===== config.mk =====
export PLATFORM = sky130hd
export DESIGN_NAME = score_combo_tracker_flat
export DESIGN_NICKNAME = d
export VERILOG_FILES = /design/src/rtl/score_combo_tracker_if.sv /design/src/rtl/score_combo_tracker.sv /design/src/flat_wrapper.sv
export SDC_FILE = /design/constraint.sdc
export NUM_CORES = 1
export LEC_CHECK = 0
export CORE_ASPECT_RATIO = 1.75
export CORE_MARGIN = 10
export CORE_UTILIZATION = 28
export CTS_BUF_LIST = sky130_fd_sc_hd__clkbuf_8
export CTS_CLUSTER_SIZE = 30
export DETAILED_ROUTE_END_ITERATION = 16
export PLACE_DENSITY_LB_ADDON = 0.12
export SYNTH_ARGS = -nofsm -noshare
export SYNTH_HDL_FRONTEND = slang
export SYNTH_SLANG_ARGS = --single-unit

===== constraint.sdc =====
create_clock -name clk -period 14.7 [get_ports clk]
set_clock_uncertainty 0.15 [all_clocks]
set_input_delay 2.94 -clock clk [delete_from_list [all_inputs] [get_ports clk]]
set_output_delay 2.94 -clock clk [all_outputs]
set_load 0.01 [all_outputs]

===== src/rtl/score_combo_tracker_if.sv =====
// Signal bundle between the game state generator and the scoring engine.
// master = state generator side, slave = score_combo_tracker.
interface score_combo_tracker_if;
    logic [1:0]  game_state;
    logic        display_combo_en;
    logic        hit;
    logic        miss;
    logic        combo;
    logic [15:0] score_bcd;
    logic [7:0]  streak_bcd;
    logic [7:0]  best_bcd;
    logic [15:0] disp_bcd;
    logic        score_sat;

    modport master (
        output game_state, display_combo_en, hit, miss,
        input  combo, score_bcd, streak_bcd, best_bcd, disp_bcd, score_sat
    );

    modport slave (
        input  game_state, display_combo_en, hit, miss,
        output combo, score_bcd, streak_bcd, best_bcd, disp_bcd, score_sat
    );
endinterface


===== src/rtl/score_combo_tracker.sv =====
// BCD scoring engine: hit/miss edge counting, score, streak, best streak, combo pulse.
// Optional macro MISS_PENALTY_EN: a miss in RUN also subtracts 1 from the score (floored at 0).
module score_combo_tracker #(
    parameter int unsigned COMBO_THRESH = 5,
    parameter int unsigned BONUS_PTS    = 2
) (
    input logic clk,
    input logic rst_n,
    score_combo_tracker_if.slave bus
);
    typedef enum logic [1:0] {MODE_RUN, MODE_PAUSE, MODE_CLEAR} mode_t;

    localparam logic [6:0] MOD_LAST  = 7'(COMBO_THRESH - 1);
    localparam logic [6:0] THRESH_7  = 7'(COMBO_THRESH);
    localparam logic [3:0] BONUS_4   = 4'(BONUS_PTS);

    logic        hit_q, miss_q;
    logic [15:0] score, score_n;
    logic [7:0]  streak, streak_n;
    logic [7:0]  best, best_n;
    logic [6:0]  mod_cnt, mod_n;
    logic        sat, sat_n;
    logic        combo_r, combo_n;
    logic [15:0] disp;
    logic        hit_ev, miss_ev;
    logic [6:0]  streak_bin;
    logic [3:0]  hit_pts;
    logic [16:0] sum;
    mode_t       mode;

    // Returns {carry_out, a + b} with BCD digit carry; b is a single digit.
    function automatic logic [16:0] bcd_add(input logic [15:0] a, input logic [3:0] b);
        logic [15:0] r;
        logic [4:0]  s;
        logic        c;
        r = '0;
        s = {1'b0, a[3:0]} + {1'b0, b};
        c = 1'b0;
        for (int unsigned i = 0; i < 4; i++) begin
            if (i != 0) s = {1'b0, a[i*4 +: 4]} + {4'd0, c};
            if (s > 5'd9) begin
                r[i*4 +: 4] = 4'(s - 5'd10);
                c = 1'b1;
            end else begin
                r[i*4 +: 4] = s[3:0];
                c = 1'b0;
            end
        end
        return {c, r};
    endfunction

    function automatic logic [15:0] bcd_dec(input logic [15:0] a);
        logic [15:0] r;
        logic        b;
        r = a;
        b = 1'b1;
        if (a != '0) begin
            for (int unsigned i = 0; i < 4; i++) begin
                if (b) begin
                    if (a[i*4 +: 4] == 4'd0) begin
                        r[i*4 +: 4] = 4'd9;
                    end else begin
                        r[i*4 +: 4] = a[i*4 +: 4] - 4'd1;
                        b = 1'b0;
                    end
                end
            end
        end
        return r;
    endfunction

    function automatic logic [7:0] bcd_inc2(input logic [7:0] a);
        if (a[3:0] == 4'd9) return {a[7:4] + 4'd1, 4'd0};
        return {a[7:4], a[3:0] + 4'd1};
    endfunction

    always_comb begin
        case (bus.game_state)
            2'd0:    mode = MODE_RUN;
            2'd2:    mode = MODE_CLEAR;
            default: mode = MODE_PAUSE;
        endcase
    end

    assign hit_ev     = bus.hit  & ~hit_q;
    assign miss_ev    = bus.miss & ~miss_q;
    assign streak_bin = 7'(streak[7:4]) * 7'd10 + 7'(streak[3:0]);
    assign hit_pts    = (streak_bin >= THRESH_7) ? BONUS_4 : 4'd1;
    assign sum        = bcd_add(score, hit_pts);

    always_comb begin
        score_n  = score;
        streak_n = streak;
        best_n   = best;
        sat_n    = sat;
        mod_n    = mod_cnt;
        combo_n  = 1'b0;
        case (mode)
            MODE_CLEAR: begin
                score_n  = '0;
                streak_n = '0;
                sat_n    = 1'b0;
                mod_n    = '0;
            end
            MODE_RUN: begin
                if (miss_ev) begin
                    streak_n = '0;
                    mod_n    = '0;
`ifdef MISS_PENALTY_EN
                    score_n  = bcd_dec(score);
`endif
                end else if (hit_ev) begin
                    if (sum[16]) begin
                        score_n = 16'h9999;
                        sat_n   = 1'b1;
                    end else begin
                        score_n = sum[15:0];
                    end
                    // Streak and modulo counter freeze together at 99.
                    if (streak != 8'h99) begin
                        streak_n = bcd_inc2(streak);
                        if (mod_cnt == MOD_LAST) begin
                            mod_n   = '0;
                            combo_n = 1'b1;
                        end else begin
                            mod_n = mod_cnt + 7'd1;
                        end
                    end
                    if (streak_n > best) best_n = streak_n;
                end
            end
            default: ;
        endcase
    end

    always_ff @(posedge clk or negedge rst_n) begin
        if (!rst_n) begin
            hit_q   <= 1'b0;
            miss_q  <= 1'b0;
            score   <= '0;
            streak  <= '0;
            best    <= '0;
            mod_cnt <= '0;
            sat     <= 1'b0;
            combo_r <= 1'b0;
            disp    <= '0;
        end else begin
            hit_q   <= bus.hit;
            miss_q  <= bus.miss;
            score   <= score_n;
            streak  <= streak_n;
            best    <= best_n;
            mod_cnt <= mod_n;
            sat     <= sat_n;
            combo_r <= combo_n;
            disp    <= bus.display_combo_en ? {streak, best} : score;
        end
    end

    assign bus.combo      = combo_r;
    assign bus.score_bcd  = score;
    assign bus.streak_bcd = streak;
    assign bus.best_bcd   = best;
    assign bus.score_sat  = sat;
    assign bus.disp_bcd   = disp;
endmodule


===== src/flat_wrapper.sv =====
// flat-port wrapper written by rule: the top's interface ports become plain ports
module score_combo_tracker_flat 
#(
    parameter int unsigned COMBO_THRESH = 5,
    parameter int unsigned BONUS_PTS    = 2
)
  (clk, rst_n, bus_game_state, bus_display_combo_en, bus_hit, bus_miss, bus_combo, bus_score_bcd, bus_streak_bcd, bus_best_bcd, bus_disp_bcd, bus_score_sat);
  score_combo_tracker_if bus_i ();
  input logic clk;
  input logic rst_n;
  input wire logic [$bits(bus_i.game_state)-1:0] bus_game_state;
  input wire logic [$bits(bus_i.display_combo_en)-1:0] bus_display_combo_en;
  input wire logic [$bits(bus_i.hit)-1:0] bus_hit;
  input wire logic [$bits(bus_i.miss)-1:0] bus_miss;
  output wire logic [$bits(bus_i.combo)-1:0] bus_combo;
  output wire logic [$bits(bus_i.score_bcd)-1:0] bus_score_bcd;
  output wire logic [$bits(bus_i.streak_bcd)-1:0] bus_streak_bcd;
  output wire logic [$bits(bus_i.best_bcd)-1:0] bus_best_bcd;
  output wire logic [$bits(bus_i.disp_bcd)-1:0] bus_disp_bcd;
  output wire logic [$bits(bus_i.score_sat)-1:0] bus_score_sat;
  assign bus_i.game_state = bus_game_state;
  assign bus_i.display_combo_en = bus_display_combo_en;
  assign bus_i.hit = bus_hit;
  assign bus_i.miss = bus_miss;
  assign bus_combo = bus_i.combo;
  assign bus_score_bcd = bus_i.score_bcd;
  assign bus_streak_bcd = bus_i.streak_bcd;
  assign bus_best_bcd = bus_i.best_bcd;
  assign bus_disp_bcd = bus_i.disp_bcd;
  assign bus_score_sat = bus_i.score_sat;
  score_combo_tracker #(.COMBO_THRESH(COMBO_THRESH), .BONUS_PTS(BONUS_PTS)) u_core (.clk(clk), .rst_n(rst_n), .bus(bus_i));
endmodule

Word level (Yosys, flattened, before mapping)
Index checks and enable logic that the tools add are counted.
{"block": "op_classes", "eq_ne": 10, "div": 0, "n_lt_le_gt_ge": 6, "n_bitwise": 5, "addsub": 12, "n_reduce_logical": 8, "mux": 43, "n_shift": 0, "multipliers": 1}
{"cell": "$mux 16", "n": 4}
{"cell": "$mux 8", "n": 8}
{"cell": "$pmux 16 s2", "n": 1}
{"cell": "$mux 7", "n": 4}
{"cell": "$gt 5x4->1 const B", "n": 4}
{"cell": "$mux 1", "n": 17}
{"cell": "$mux 4", "n": 4}
{"cell": "$pmux 8 s2", "n": 1}
{"cell": "$sub 4x4->4 const B", "n": 4}
{"cell": "$add 4x1->5", "n": 3}
{"cell": "$pmux 7 s2", "n": 1}
{"cell": "$add 4x1->4 const B", "n": 2}
{"cell": "$gt 8x8->1", "n": 1}
{"cell": "$ne 8x8->1 const B", "n": 1}
{"cell": "$reduce_and 4->1", "n": 2}
{"cell": "$add 7x1->7 const B", "n": 1}
{"cell": "$add 7x4->7", "n": 1}
{"cell": "$eq 7x3->1 const B", "n": 1}
{"cell": "$ge 7x3->1 const B", "n": 1}
{"cell": "$mul 4x3->6 const B", "n": 1}
{"cell": "$ne 3x1->1 const B", "n": 2}
{"cell": "$reduce_and 3->1", "n": 2}
{"cell": "$add 4x2->5", "n": 1}
{"cell": "$eq 2x2->1 const B", "n": 2}
{"cell": "11 further kinds", "n": 16}
{"block": "word_totals", "inputBits": 7, "ff_bits": 59, "rom_bits": 0, "output_inout_bits": 50, "n_memories": 0, "latch_bits": 0, "elab_cells": 94, "ram_bits": 0}

Longest topological paths before layout
{"block": "logic_depth", "word_depth": 20, "ltp_mapped": 36, "mapped_depth_nobuf": 32}

Least setup slack after synthesis
OpenSTA, ideal clock, no wires.
{"block": "synth_timing", "path_kind": "flip-flop to flip-flop", "startpoint": "register u_core.streak[5], in the netlist u_core.bus.streak_bcd[5]", "endpoint": "register u_core.score[10], in the netlist u_core.bus.score_bcd[10]", "stages_incl_launch_ff": 37, "synth_period_minus_slack_ps": 7314, "setup_time_ps": 64, "required_ps": 14486, "slack_ps": 7386, "t_arrival_ps": 7100, "n_path_buf": 4, "path_cell_list": "dfrtp_1 ha_1 ha_1 fa_1 xor2_1 nor3_1 nand2_1 o21ai_0 nand3_1 inv_1 ha_1 fa_1 clkbuf_1 inv_1 nand2_1 a31oi_1 a21oi_1 ha_1 ha_1 clkbuf_1 o21ai_0 or2_2 a21oi_1 ha_1 ha_1 clkbuf_1 o21ai_0 or2_2 a21oi_1 ha_1 ha_1 nand2b_1 a31o_2 and3_1 clkbuf_1 o41ai_1 a21bo_1"}
{"block": "synth_via", "elab_chain_len": 20, "elab_cells_between_ends": 22, "classes_between": "add/sub: 6; mul: 1; order compare: 5; mux: 10"}
{"item": "start: declaration", "line": "score_combo_tracker.sv:19", "source": "logic [7:0] streak, streak_n;"}
{"item": "start signal: assignment", "line": "score_combo_tracker.sv:151", "source": "streak <= streak_n;"}
{"item": "$mul 4x3->6 (*)", "line": "score_combo_tracker.sv:87", "source": "assign streak_bin = 7'(streak[7:4]) * 7'd10 + 7'(streak[3:0]);"}
{"item": "$add 7x4->7 (*)", "line": "score_combo_tracker.sv:87"}
{"item": "$ge 7x3->1 (*)", "line": "score_combo_tracker.sv:88", "source": "assign hit_pts = (streak_bin >= THRESH_7) ? BONUS_4 : 4'd1;"}
{"item": "$mux 2 (*)", "line": "score_combo_tracker.sv:88"}
{"item": "$add 4x2->5 (*)", "line": "score_combo_tracker.sv:37", "source": "s = {1'b0, a[3:0]} + {1'b0, b};"}
{"item": "$gt 5x4->1 (*)", "line": "score_combo_tracker.sv:41", "source": "if (s > 5'd9) begin"}
{"item": "$mux 1 (*)", "line": "score_combo_tracker.sv:41"}
{"item": "$add 4x1->5 (*)", "line": "score_combo_tracker.sv:40", "source": "if (i != 0) s = {1'b0, a[i*4 +: 4]} + {4'd0, c};"}
{"item": "[... 4 more ...]"}
{"item": "$mux 1", "line": "score_combo_tracker.sv:41"}
{"item": "$add 4x1->5", "line": "score_combo_tracker.sv:40"}
{"item": "$gt 5x4->1", "line": "score_combo_tracker.sv:41"}
{"item": "$mux 1", "line": "score_combo_tracker.sv:41"}
{"item": "$mux 16 (*)", "line": "score_combo_tracker.sv:113", "source": "if (sum[16]) begin"}
{"item": "$mux 16 (*)", "line": "score_combo_tracker.sv:112", "source": "end else if (hit_ev) begin"}
{"item": "$mux 16 (*)", "line": "score_combo_tracker.sv:106", "source": "if (miss_ev) begin"}
{"item": "$pmux 16 s2 (*)", "line": "score_combo_tracker.sv:98", "source": "case (mode)"}
{"item": "end signal: assignment", "line": "score_combo_tracker.sv:150", "source": "score <= score_n;"}
{"item": "end: declaration", "line": "score_combo_tracker.sv:18", "source": "logic [15:0] score, score_n;"}
Mark *: on every way between the ends. The rest lies on a longest branch, timed or not. The select of a mux whose other input is x is not followed.
A chain may end at the register's enable or synchronous reset.

Final worst setup path
{"block": "layout_timing", "startpoint": "register u_core.streak[5], in the netlist u_core.bus.streak_bcd[5]", "endpoint": "register u_core.score[1], in the netlist u_core.bus.score_bcd[1]"}
{"block": "layout_via", "elab_chain_len": 20, "elab_cells_between_ends": 22, "classes_between": "add/sub: 6; mul: 1; order compare: 5; mux: 10"}
{"item": "$mul 4x3->6 (*)", "line": "score_combo_tracker.sv:87"}
{"item": "$add 7x4->7 (*)", "line": "score_combo_tracker.sv:87"}
{"item": "$ge 7x3->1 (*)", "line": "score_combo_tracker.sv:88"}
{"item": "$mux 2 (*)", "line": "score_combo_tracker.sv:88"}
{"item": "$add 4x2->5 (*)", "line": "score_combo_tracker.sv:37"}
{"item": "$gt 5x4->1", "line": "score_combo_tracker.sv:41"}
{"item": "$mux 1", "line": "score_combo_tracker.sv:41"}
{"item": "$add 4x1->5", "line": "score_combo_tracker.sv:40"}
{"item": "[... 4 more ...]"}
{"item": "$mux 1", "line": "score_combo_tracker.sv:41"}
{"item": "$add 4x1->5", "line": "score_combo_tracker.sv:40"}
{"item": "$gt 5x4->1", "line": "score_combo_tracker.sv:41"}
{"item": "$mux 1", "line": "score_combo_tracker.sv:41"}
{"item": "$mux 16 (*)", "line": "score_combo_tracker.sv:113"}
{"item": "$mux 16 (*)", "line": "score_combo_tracker.sv:112"}
{"item": "$mux 16 (*)", "line": "score_combo_tracker.sv:106"}
{"item": "$pmux 16 s2 (*)", "line": "score_combo_tracker.sv:98"}
Marks and branches as above.

==> run summary <==
The worst setup path is captured at a register. The final period demand of the worst path was 7.94 ns. Count of flip-flops with a built-in enable after synthesis: 0. The most instantiated flip-flop cell in the synthesis netlist is sky130_fd_sc_hd__dfrtp_1. The library cell used most frequently in the layout, excluding fill and tap cells, is sky130_fd_sc_hd__dfrtp_1. Once the clock tree was built, the setup fixing pass inserted 0 buffers. In the final layout, the share of cells above drive strength 1 is 11.0%. For the number of inserted filler cells in the final layout, the log shows 1320. In this run, flip-flops and latches consume 47.3% of the power.

TritonCTS built the clock tree. After synthesis the cells add up to 3720 sq um. The clock edge transition at the registers on the reported setup and hold paths works out to 0.09 ns. The worst-path cell with the longest stage delay is sky130_fd_sc_hd__fa_1. The via density per instance was 4.99.

The peak clock frequency supported by timing was 126 MHz. The count of buffers inserted at the top-level ports works out to 56. The worst stage delay on the critical path was 0.54 ns; the total power per unit cell area was 78.0 nW/um^2. Relative to the synthesized area, the layout overhead comes to 23.9%.

The average size of a mapped cell works out to 9.92 sq um. At the end of the flow, the number of nets in the layout was 461. From left edge to right edge, the die measures 107 um.

The die covers 18500 sq um. Setup total negative slack: 0 ns. The routed wire length is 10700 um. Met2 global-route usage: 21.7%. The logs give 4 for the first-pass detailed-route iteration total and 0 for the sum of overflow across all layers after global routing.

For the antenna cell count, the log shows 0. The logs give 14.82 ns for the required time at the worst-slack endpoint and 99.9 uW for the net switching power. The tools report the starting utilization of the core area as 28.6%. On the final layout, the worst hold slack is 0.359 ns. The final total power is 360 uW. The region available for standard cell placement spans 13000 sq um. The startpoint of the worst setup timing path was u_core.bus.streak_bcd[5]. Library cell appearing most often on the critical path: sky130_fd_sc_hd__ha_1.

For this run, the number of standard cells in the final layout without fillers is 598. The count of pins over their slew limit is 0, and the transition time at the pin with the least slew margin is 0.886 ns. The run gives 6.78 ns as the placement-stage worst setup slack. Across the run, the number of max-cap violations was 0.

Once routing completed, OpenROAD measured the worst setup slack at 6.76 ns. Data arrives at the worst endpoint at 8.06 ns. The startpoint identified for the worst hold timing path is u_core.bus.score_sat. The routed length per instance was 18.0 um. The first global-routing pass estimated 17300 um of wire.

The number of different library cells used by synthesis comes to 53. In this run, the clock network consumes 42.8% of the power. Clock tree synthesis inserted a total of 9 buffers. After synthesis the netlist holds a flip-flop and latch count of 59. Counting every net in the synthesized netlist gives 414. The routed layout has 2984 vias. The top cell types in the final layout, fill and taps aside, are sky130_fd_sc_hd__dfrtp_1, sky130_fd_sc_hd__clkdlybuf4s50_1, sky130_fd_sc_hd__nand2_1. The min-delay analysis places its worst path in the category register to register. Setup violations remaining at the end of the flow were counted as 0.

Pin placement for this block handled 57 I/O pins. The final antenna-violating net count was 0; the fraction of met1 tracks used by global routing was 12.6%. The logs give 60 for the maximum number of pins on one net before global-route repair and 4610 sq um for the final cell area excluding filler cells.

The clock tree buffer depth came out at 2. At the later pin of the worst-skew pair, clock insertion delay measures 0.36 ns. Post-CTS repair changed the size of 0 cells. The run finished with clean final reports. In the routed design, unresolved DRC markers number 0. For this run, the register share of the synthesized area comes to 39.7%.

Hold repair after CTS inserted 0 buffers. After floorplanning, the core was divided into 55 placement rows. Of all nets on the critical path, the largest fanout is 13. The tree is rooted in a sky130_fd_sc_hd__clkbuf_8. The logs give 8110 um for the final HPWL from detailed placement and 59 for the total number of clock tree sinks.

Yosys printed 0 warnings. Global routing consumed, over all layers together, 12.1% of the routing resources. The post-route fraction of the period consumed by the critical path was 54.0%. The via count of the first global-routing pass is 3192. The number of antenna violations at the first check in global routing was 0; the cell area reported after detailed placement was 4410 sq um.

Once layout is complete, the utilization of the core stands at 35.5%. The share of total power dissipated in combinational logic is 9.8%. Setup repair after global routing left no endpoint under its margin.

For this run, global-route usage on met3 was measured as 3.44%. For the final-report hold violation count, the log shows 0. The startpoint type of the worst setup path is a register. Summed over all cells, the static leakage comes to 2.05 nW. Of the total power, the share spent switching nets is 27.8%. The first routing iteration left 117 violations.

The tools report the cell internal power dissipation as 260 uW. The worst reg2reg path startpoint is u_core.bus.streak_bcd[5]. The cell count after placement came out at 582.

By startpoint and endpoint, the worst setup path is classified as register to register. Counting flops with an async set or reset pin after synthesis yields a share of 100%. The vertical die dimension works out to 173 um.

Measured against its own limit, the worst slew margin works out to 41.0%. Counting every instance in the synthesized netlist gives 375. The H-tree was split into 3 levels. The busiest metal layer after global routing was met2. For the maximum VDD drop, the log shows 0.0000420 V. At the end of routability-driven placement, the weighted congestion stood at 0.811.
[critical path, delay by kind of cell (launching register included)]
| kind | cells | cell delay (ns) |
|---|---|---|
| flip-flops | 1 | 0.52 |
| adder cells (fa/ha/maj) | 11 | 3.44 |
| XOR/XNOR | 1 | 0.18 |
| AO/OA/AOI/OAI | 9 | 1.55 |
| AND/OR/NAND/NOR | 9 | 1.77 |
| buffers and inverters | 2 | 0.22 |
[path summary, 6_finish.rpt]
path	to	slack, ns	depth (start not counted)
setup / recovery	u_core.bus.score_bcd[1]	6.76	32
hold / removal	u_core.bus.score_sat	0.36	1
setup reg to reg	u_core.bus.score_bcd[1]	6.76	32
hold reg to reg	u_core.bus.score_sat	0.36	1
max in group asynchronous	u_core.mod_cnt[0]	11.25	2
min in group asynchronous	u_core.bus.score_bcd[11]	2.59	2
[power groups by stage]
stage / clock, mW / combinational (mW) / sequential (mW)
CTS: 0.160 / 0.0367 / 0.170
detailed placement: 0 / 0.0366 / 0.174
finish: 0.154 / 0.0354 / 0.170
global placement: 0 / 0.0364 / 0.174
floorplan: 0 / 0.0182 / 0.173
global route: 0.167 / 0.0402 / 0.171
[per-layer routing]
metal	share of wire, %	routed length [um]
met3	4.6	493
met5	0	0
met1	39	4150
met2	55	5920
met4	1.6	167
[cell type report]
type | instances | area (sq um) | area share [%]
Inverter | 21 | 78.8 | 1.71
Clock buffer | 9 | 124 | 2.69
Timing Repair Buffer | 57 | 563 | 12.2
Sequential cell | 59 | 1480 | 32.0
Multi-Input combinational cell | 274 | 2080 | 45.1
Clock inverter | 7 | 77.6 | 1.68
Tap cell | 171 | 214 | 4.64
[registers in the layout, indices dropped and copies added (netlist names)]
name / count
u_core.mod_cnt: 7
u_core.hit_q: 1
u_core.bus.combo: 1
u_core.bus.best_bcd: 8
u_core.bus.streak_bcd: 8
u_core.miss_q: 1
u_core.bus.score_bcd: 16
u_core.bus.score_sat: 1
u_core.bus.disp_bcd: 16
[cells in the mapped netlist, drive strengths merged (10+ instances only)]
cell type   n  area [sq um]
a21oi      18           101
a22o       10          87.6
clkbuf     13          48.8
dfrtp      59          1480
ha         29           363
inv        21          78.8
mux2       23           259
nand2      34           128
nand2b     12          75.1
nand3      13          65.1
nor2       13          48.8
o21ai      32           160
xnor2      17           149
[cells by family (layout without fill, tap and decap cells)]
group | Yosys count | count (layout) | synth area share (%)
simple gates | 105 | 105 | 15.4
compound gates | 93 | 93 | 16.8
flops | 59 | 59 | 39.7
buf+inv | 42 | 94 | 4.71
fa+ha+maj | 32 | 32 | 11.4
mux | 26 | 26 | 7.77
xor+xnor | 18 | 18 | 4.24
No activity file was read; power rests on OpenSTA's default activity.
